$ cat src/rtl/calc_key_sequencer.sv
// ---------------------------------------------------------------------------
// calc_key_sequencer
//
// Keypad-driven sequencer for the two-function (add/sub) calculator datapath.
// It sits between the keypad scanner and the arithmetic unit. It builds
// decimal operands from digit keys and issues one-cycle load strobes for
// A, B and the result latch. It selects what the output unit displays and
// allows chaining a new operation onto the previous result.
//
// Key events are qualified on the rising edge of trig. The captured key is
// acted on one clock later, so '=' to disp_sel=1 takes three clocks:
// ld_b, then ld_r, then disp_sel.
//
// Parameters:
//   WIDTH       operand/result width in bits
//   MAX_DIGITS  decimal digits accepted per entry; extra digits are ignored
//
// Ports:
//   clk          system clock
//   reset        synchronous, active-low reset (0 = reset)
//   trig         key-valid level from the scanner, one rising edge per press
//   key_value    key code: 0-9 digit, 0xA '+', 0xB '-', 0xC '=', 0xD-0xF none
//   clear_entry  clear the current entry (level)
//   clear_all    clear everything and pulse au_clear (level)
//   result       arithmetic-unit result, used when chaining
//   operand      value driven to the arithmetic-unit X input
//   ld_a         one-cycle load-A strobe
//   ld_b         one-cycle load-B strobe
//   add_sub      0 = add, 1 = subtract, held between operator keys
//   ld_r         one-cycle result-latch strobe
//   au_clear     one-cycle arithmetic-unit clear
//   disp_sel     0 = display entry, 1 = display result
//   err          sticky entry-overflow flag
//   state        current FSM state (debug)
//
// Optional feature macro: CALC_OVF_CHECK_EN
//   defined   : a digit that would push the entry past 2^WIDTH-1 is rejected,
//               and err is set until clear_entry, clear_all or reset
//   undefined : the entry wraps modulo 2^WIDTH and err stays 0
// ---------------------------------------------------------------------------
module calc_key_sequencer #(
  parameter int WIDTH      = 8,
  parameter int MAX_DIGITS = 3
) (
  input  logic             clk,
  input  logic             reset,
  input  logic             trig,
  input  logic [3:0]       key_value,
  input  logic             clear_entry,
  input  logic             clear_all,
  input  logic [WIDTH-1:0] result,
  output logic [WIDTH-1:0] operand,
  output logic             ld_a,
  output logic             ld_b,
  output logic             add_sub,
  output logic             ld_r,
  output logic             au_clear,
  output logic             disp_sel,
  output logic             err,
  output logic [2:0]       state
);

  localparam int CNT_W = $clog2(MAX_DIGITS + 1);

  typedef enum logic [2:0] {
    IDLE    = 3'd0,
    ENTER_A = 3'd1,
    LOAD_A  = 3'd2,
    ENTER_B = 3'd3,
    LOAD_B  = 3'd4,
    EXEC    = 3'd5,
    SHOW    = 3'd6
  } state_t;

  state_t           cur_state;
  state_t           nxt_state;
  logic             trig_q;
  logic             key_pend;
  logic             key_pend_n;
  logic [3:0]       key_code;
  logic [3:0]       key_code_n;
  logic [WIDTH-1:0] entry;
  logic [WIDTH-1:0] entry_n;
  logic [WIDTH-1:0] operand_n;
  logic [CNT_W-1:0] digit_cnt;
  logic [CNT_W-1:0] digit_cnt_n;
  logic             ld_a_n;
  logic             ld_b_n;
  logic             ld_r_n;
  logic             au_clear_n;
  logic             add_sub_n;
  logic             disp_sel_n;
  logic             err_n;
  logic             key_edge;
  logic             busy;
  logic             is_digit;
  logic             is_op;
  logic             is_eq;
  logic             digit_room;
  logic             digit_fits;
  logic [WIDTH-1:0] digit_val;

  // Key qualification: a press is the first cycle trig is seen high.
  // Presses landing in the transient load/execute states are dropped, and
  // any clear in the same cycle outranks the press.
  assign key_edge   = trig & ~trig_q;
  assign busy       = (cur_state == LOAD_A) || (cur_state == LOAD_B) ||
                      (cur_state == EXEC);
  assign is_digit   = (key_code <= 4'd9);
  assign is_op      = (key_code == 4'hA) || (key_code == 4'hB);
  assign is_eq      = (key_code == 4'hC);
  assign digit_room = (digit_cnt < CNT_W'(MAX_DIGITS));

  // Next entry value for a digit key, entry*10 + d built from shifts.
  // With overflow checking the sum is kept four bits wider so a result that
  // no longer fits in WIDTH bits can be detected and refused.
`ifdef CALC_OVF_CHECK_EN
  logic [WIDTH+3:0] digit_sum;
  assign digit_sum  = ({4'b0000, entry} << 3) + ({4'b0000, entry} << 1) +
                      {{WIDTH{1'b0}}, key_code};
  assign digit_fits = (digit_sum[WIDTH+3:WIDTH] == 4'b0000);
  assign digit_val  = digit_sum[WIDTH-1:0];
`else
  logic [WIDTH-1:0] digit_sum;
  assign digit_sum  = (entry << 3) + (entry << 1) + WIDTH'(key_code);
  assign digit_fits = 1'b1;
  assign digit_val  = digit_sum;
`endif

  // State and output registers. Every output comes straight from a flop.
  always_ff @(posedge clk) begin
    if (!reset) begin
      cur_state <= IDLE;
      trig_q    <= 1'b0;
      key_pend  <= 1'b0;
      key_code  <= 4'd0;
      entry     <= '0;
      digit_cnt <= '0;
      operand   <= '0;
      ld_a      <= 1'b0;
      ld_b      <= 1'b0;
      ld_r      <= 1'b0;
      au_clear  <= 1'b0;
      add_sub   <= 1'b0;
      disp_sel  <= 1'b0;
      err       <= 1'b0;
    end else begin
      cur_state <= nxt_state;
      trig_q    <= trig;
      key_pend  <= key_pend_n;
      key_code  <= key_code_n;
      entry     <= entry_n;
      digit_cnt <= digit_cnt_n;
      operand   <= operand_n;
      ld_a      <= ld_a_n;
      ld_b      <= ld_b_n;
      ld_r      <= ld_r_n;
      au_clear  <= au_clear_n;
      add_sub   <= add_sub_n;
      disp_sel  <= disp_sel_n;
      err       <= err_n;
    end
  end

  // Next-state and next-output logic. Strobes default low so each is a
  // single-cycle pulse. operand tracks entry one cycle behind, except in the
  // load/execute states where it holds the value being loaded. A clear_all
  // overrides everything, which also cancels any strobe due that cycle.
  // A clear_entry acts only in the entry states and SHOW, so a
  // load/execute sequence that has started always completes.
  always_comb begin
    nxt_state   = cur_state;
    key_pend_n  = key_edge & ~busy & ~clear_all & ~clear_entry;
    key_code_n  = key_edge ? key_value : key_code;
    entry_n     = entry;
    digit_cnt_n = digit_cnt;
    operand_n   = entry;
    ld_a_n      = 1'b0;
    ld_b_n      = 1'b0;
    ld_r_n      = 1'b0;
    au_clear_n  = 1'b0;
    add_sub_n   = add_sub;
    disp_sel_n  = disp_sel;
    err_n       = err;

    if (clear_all) begin
      nxt_state   = IDLE;
      entry_n     = '0;
      digit_cnt_n = '0;
      operand_n   = '0;
      err_n       = 1'b0;
      disp_sel_n  = 1'b0;
      add_sub_n   = 1'b0;
      au_clear_n  = 1'b1;
    end else if (clear_entry && (cur_state == IDLE || cur_state == ENTER_A ||
                                 cur_state == ENTER_B)) begin
      entry_n     = '0;
      digit_cnt_n = '0;
      err_n       = 1'b0;
    end else if (clear_entry && cur_state == SHOW) begin
      nxt_state   = IDLE;
      entry_n     = '0;
      digit_cnt_n = '0;
      disp_sel_n  = 1'b0;
    end else begin
      case (cur_state)
        IDLE, ENTER_A: begin
          if (key_pend && is_digit) begin
            nxt_state = ENTER_A;
            if (digit_room) begin
              if (digit_fits) begin
                entry_n     = digit_val;
                digit_cnt_n = digit_cnt + CNT_W'(1);
              end else begin
                err_n = 1'b1;
              end
            end
          end else if (key_pend && is_op) begin
            add_sub_n = key_code[0];
            ld_a_n    = 1'b1;
            nxt_state = LOAD_A;
          end
        end
        LOAD_A: begin
          operand_n   = operand;
          entry_n     = '0;
          digit_cnt_n = '0;
          nxt_state   = ENTER_B;
        end
        ENTER_B: begin
          if (key_pend && is_digit) begin
            if (digit_room) begin
              if (digit_fits) begin
                entry_n     = digit_val;
                digit_cnt_n = digit_cnt + CNT_W'(1);
              end else begin
                err_n = 1'b1;
              end
            end
          end else if (key_pend && is_op) begin
            add_sub_n = key_code[0];
          end else if (key_pend && is_eq) begin
            ld_b_n    = 1'b1;
            nxt_state = LOAD_B;
          end
        end
        LOAD_B: begin
          operand_n = operand;
          ld_r_n    = 1'b1;
          nxt_state = EXEC;
        end
        EXEC: begin
          operand_n  = operand;
          disp_sel_n = 1'b1;
          nxt_state  = SHOW;
        end
        SHOW: begin
          if (key_pend && is_op) begin
            operand_n  = result;
            add_sub_n  = key_code[0];
            ld_a_n     = 1'b1;
            disp_sel_n = 1'b0;
            nxt_state  = LOAD_A;
          end else if (key_pend && is_digit) begin
            entry_n     = WIDTH'(key_code);
            digit_cnt_n = CNT_W'(1);
            disp_sel_n  = 1'b0;
            nxt_state   = ENTER_A;
          end
        end
        default: begin
          nxt_state = IDLE;
        end
      endcase
    end

`ifndef CALC_OVF_CHECK_EN
    err_n = 1'b0;
`endif
  end

  assign state = cur_state;

endmodule
$ cat config.mk
export PLATFORM = sky130hd
export DESIGN_NAME = calc_key_sequencer
export DESIGN_NICKNAME = d
export VERILOG_FILES = /design/src/rtl/calc_key_sequencer.sv
export SDC_FILE = /design/constraint.sdc
export NUM_CORES = 1
export LEC_CHECK = 0
export CAP_MARGIN = 20
export CORE_AREA = 4 4 67 69
export CTS_CLUSTER_SIZE = 20
export DETAILED_ROUTE_END_ITERATION = 8
export DIE_AREA = 0 0 71 73
export PLACE_DENSITY = 0.79
export SKIP_LAST_GASP = 1
export SLEW_MARGIN = 0
export SYNTH_ARGS = -nofsm -noshare
export SYNTH_HDL_FRONTEND = slang
export SYNTH_SLANG_ARGS = --single-unit
$ cat constraint.sdc
create_clock -name clk -period 2.9 [get_ports clk]
set_input_delay 0.58 -clock clk [delete_from_list [all_inputs] [get_ports clk]]
set_output_delay 0.58 -clock clk [all_outputs]
set_load 0.01 [all_outputs]
==> impl_table.tex <==
\begin{tabular}{lr}
\hline
Metric & Value \\
\hline
\multicolumn{2}{l}{\textbf{Status}} \\
\quad Result of the run & finished, final reports clean \\
\multicolumn{2}{l}{\textbf{Synth}} \\
\quad Post-Synth XOR/XNOR Area & 2.76\% \\
\quad Total of flip-flops plus latches after synthesis & 33 \\
\quad Synth Area in Compound Gates & 19.1\% \\
\quad Share of synthesized cell area in full adder, half adder and majority cells & 9.32\% \\
\quad Synth async-reset ratio & 0\% \\
\quad Dominant synthesized flop cell & dfxtp\_1 \\
\quad Cells after synthesis & 209 \\
\quad Number of different library cells in the post-synthesis netlist & 44 \\
\quad Combinational family with the most area after synthesis & simple AND/OR/NAND/NOR gates \\
\quad Multiplexer fraction of the synthesized cell area & 7.55\% \\
\quad Area share of and/or/nand/nor cells after synthesis & 20.7\% \\
\quad Share of synthesized area occupied by flip-flops and latches & 34.7\% \\
\quad Post-Syn Area per Cell & 9.12 sq um \\
\quad YS warnings & 0 \\
\quad Synthesized Nets & 239 \\
\quad EDFF count, synth & 0 \\
\quad Syn Std Cell Area & 0.00191 sq mm \\
\multicolumn{2}{l}{\textbf{Placement}} \\
\quad Half-perimeter wire length of the detailed placement result & 2990 microns \\
\quad Port Buf Inserts & 33 \\
\quad DP Area & 0.00223 sq mm \\
\quad Placer congestion estimate & 0.847 \\
\multicolumn{2}{l}{\textbf{Setup path}} \\
\quad Launch point of the worst path & key\_code[3] \\
\quad Endpoint class of the critical path & flop \\
\quad Crit path required time & 3.12 ns \\
\quad Crit Reg-Reg Startpoint & key\_code[3] \\
\quad Critical Path Sink & entry[7] \\
\quad Endpoint of the lowest-slack register-to-register path & entry[7] \\
\quad Category of the worst setup path launch point & flop \\
\quad R2r worst-path depth & 9 \\
\quad Register-to-register path setup slack & 0.52 ns \\
\quad Path type of the worst setup path & flop to flop \\
\quad Crit path DAT & 2.59 ns \\
\quad Highest net fanout along the worst path & 7 \\
\multicolumn{2}{l}{\textbf{Floorplan}} \\
\quad I/O pin total & 35 \\
\quad Die boundary width & 71 microns \\
\quad Chip height & 73 microns \\
\quad Row count & 23 \\
\quad Initial cell density of the core & 48.7\% \\
\quad DIE AREA & 0.00518 sq mm \\
\quad Placeable core region & 0.00391 sq mm \\
\multicolumn{2}{l}{\textbf{Global route}} \\
\quad Most used routing layer & met2 \\
\quad Vias in the first global route & 1491 \\
\quad Total track usage & 16.9\% \\
\quad Initial antenna violation count & 0 \\
\quad Global-route wire length before repair & 6910 microns \\
\quad Maximum number of pins on one net before global-route repair & 20 \\
\quad GR Util met1 & 21.4\% \\
\quad GRT Residual Overflow & 0 \\
\quad Met2 usage & 26.9\% \\
\quad Met3 GRT Util & 5.37\% \\
\multicolumn{2}{l}{\textbf{Power and ir drop}} \\
\quad Power per Cell Area & 378 mW/mm\^{}2 \\
\quad Leak pwr & 0.000941 uW \\
\quad Worst supply voltage drop on vdd & 291 uV \\
\multicolumn{2}{l}{\textbf{Finish}} \\
\quad Combined area of the multi-input logic cells & 0.00114 sq mm \\
\quad Seq. cell area & 661 sq um \\
\quad Syn-to-layout area delta & 21.6\% \\
\quad Fill cell count & 355 \\
\quad Post-route standard cell area excluding fillers & 0.00232 sq mm \\
\quad Ant diodes & 0 \\
\quad Final layout net count & 267 \\
\quad Fraction of final layout cells with drive strength greater than 1 & 10.1\% \\
\multicolumn{2}{l}{\textbf{Routing}} \\
\quad TritonRoute pass-1 iters & 4 \\
\quad Number of vias after detailed routing & 1603 \\
\quad \# DRC & 0 \\
\quad Post-detailed-routing wire length & 3980 microns \\
\quad Routed length per placed instance & 13.9 microns \\
\quad Post-route antenna net violation count & 0 \\
\quad Starting DRT DRC Count & 105 \\
\quad Mean number of vias per cell & 5.59 \\
\multicolumn{2}{l}{\textbf{Clock network}} \\
\quad Buffers from clock root to sink, at most & 2 \\
\quad Count of clock tree sinks & 33 \\
\quad Hold buffer count at cts & 0 \\
\quad Clock H-tree levels & 2 \\
\quad Number of buffers created by CTS & 5 \\
\quad Clk Latency, worst-skew pair & 0.29 ns \\
\quad CTS root buffer & clkbuf\_8 \\
\quad Post\_cts resized & 0 \\
\quad Clock transition at path regs & 0.06 ns \\
\quad TritonCTS clock tree & done \\
\quad Number of setup buffers added after CTS & 0 \\
\multicolumn{2}{l}{\textbf{Timing}} \\
\quad Setup repair after global routing missed its margin & no \\
\quad Final hold violation count & 0 \\
\quad Pins over their slew limit & 0 \\
\quad Post-Route Skew & 0.00779 ns \\
\quad Actual slew at the worst max-slew pin & 0.787 ns \\
\quad Period utilization & 81.9\% \\
\quad Final critical delay including setup and external delays & 2.38 ns \\
\quad Setup Viol. Count Final & 0 \\
\quad Total negative setup slack & 0 ns \\
\quad Maximum frequency from static timing analysis & 0.421 GHz \\
\quad Remaining max-slew budget at the tightest pin & 47.1\% \\
\multicolumn{2}{l}{\textbf{Worst hold path}} \\
\quad Class of the tightest hold or removal check & flop to flop \\
\quad Hold path start & add\_sub \\
\multicolumn{2}{l}{\textbf{Job}} \\
\quad Max Cap Viol & 0 \\
\hline
\end{tabular}
-- critical path: stages (launching register included) --
cell	delay (ns)
dfxtp_1	0.41
inv_1	0.11
fa_1	0.54
inv_1	0.07
ha_1	0.31
a211oi_1	0.28
o21bai_1	0.12
a21oi_1	0.20
nand3b_1	0.09
a31oi_1	0.17
-- cell usage after synthesis (7+ instances only) --
| cell type | count | area [sq um] |
|---|---|---|
| nor2b_1 | 7 | 43.8 |
| dfxtp_1 | 33 | 661 |
| mux2i_1 | 11 | 110 |
| inv_1 | 7 | 26.3 |
| nand3_1 | 7 | 35.0 |
| nor2_1 | 23 | 86.3 |
| a21oi_1 | 12 | 60.1 |
| ha_1 | 11 | 138 |
| nand2_1 | 12 | 45.0 |
| a211oi_2 | 8 | 100 |
-- flip-flops by register name (all words and copies together) (netlist names) --
register / flops
add_sub: 1
au_clear: 1
digit_cnt: 2
disp_sel: 1
entry: 8
key_code: 4
key_pend: 1
ld_a: 1
ld_b: 1
ld_r: 1
operand: 8
state: 3
trig_q: 1
-- through the flow --
step	hold WS [ns]	total power [uW]	cells	setup slack, ns	utilization, %
2_1_floorplan	0.436	506	209	0.688	-
3_3_place_gp	0.445	535	280	0.589	57.0
3_5_place_dp	0.459	536	280	0.549	57.0
4_1_cts	0.468	883	287	0.519	59.2
5_1_grt	0.483	912	287	0.373	59.2
6_report	0.458	875	287	0.525	59.2
-- how the worst min path moves through the flow --
stage / to / slack (ns) / cells past startpoint
final: add_sub / 0.46 / 2
after global routing: digit_cnt[1] / 0.48 / 2
after CTS: add_sub / 0.47 / 2
after detailed placement: digit_cnt[1] / 0.46 / 2
after global placement: digit_cnt[1] / 0.45 / 2
after floorplan: digit_cnt[1] / 0.44 / 2
-- cell type report --
type / instances / area share [%]
clock buffers: 7 / 3.73
repair buffers: 35 / 14.9
flip-flops and latches: 33 / 28.5
inverters: 7 / 1.13
multi-input cells: 155 / 49.0
well taps: 50 / 2.70
-- placed cells by master (no fill, tap or decap), types with 4 or more instances in the layout --
cell type / count
clkdlybuf4s50_1: 33
inv_1: 7
a21o_1: 6
nor2_1: 23
ha_1: 11
a21oi_1: 12
clkbuf_8: 6
a22oi_1: 6
dfxtp_1: 33
mux2i_1: 11
o21ai_0: 6
xnor2_1: 4
a31oi_1: 4
a211oi_2: 8
nand2_1: 12
nand3_1: 7
nor2b_1: 7
-- metal layers --
layer	routed length [microns]	share of wire (%)	vias up
li1	-	-	793
met1	1810	45	766
met2	1890	47	35
met3	199	5.0	9
met4	82	2.1	0
met5	0	0	-
-- logic make-up after synthesis --
family / Yosys count
fa+ha+maj: 13
simple gates: 72
mux: 14
compound gates: 49
buf+inv: 21
flops: 33
other cells: 1
xor+xnor: 6
-- power by group --
group          total [uW]  internal, uW  switching [uW]
clock network         349           188             161
logic                61.2          33.5            27.7
registers             465           459            6.17
total                 875           680             195
(Power assumes the default switching activity.)
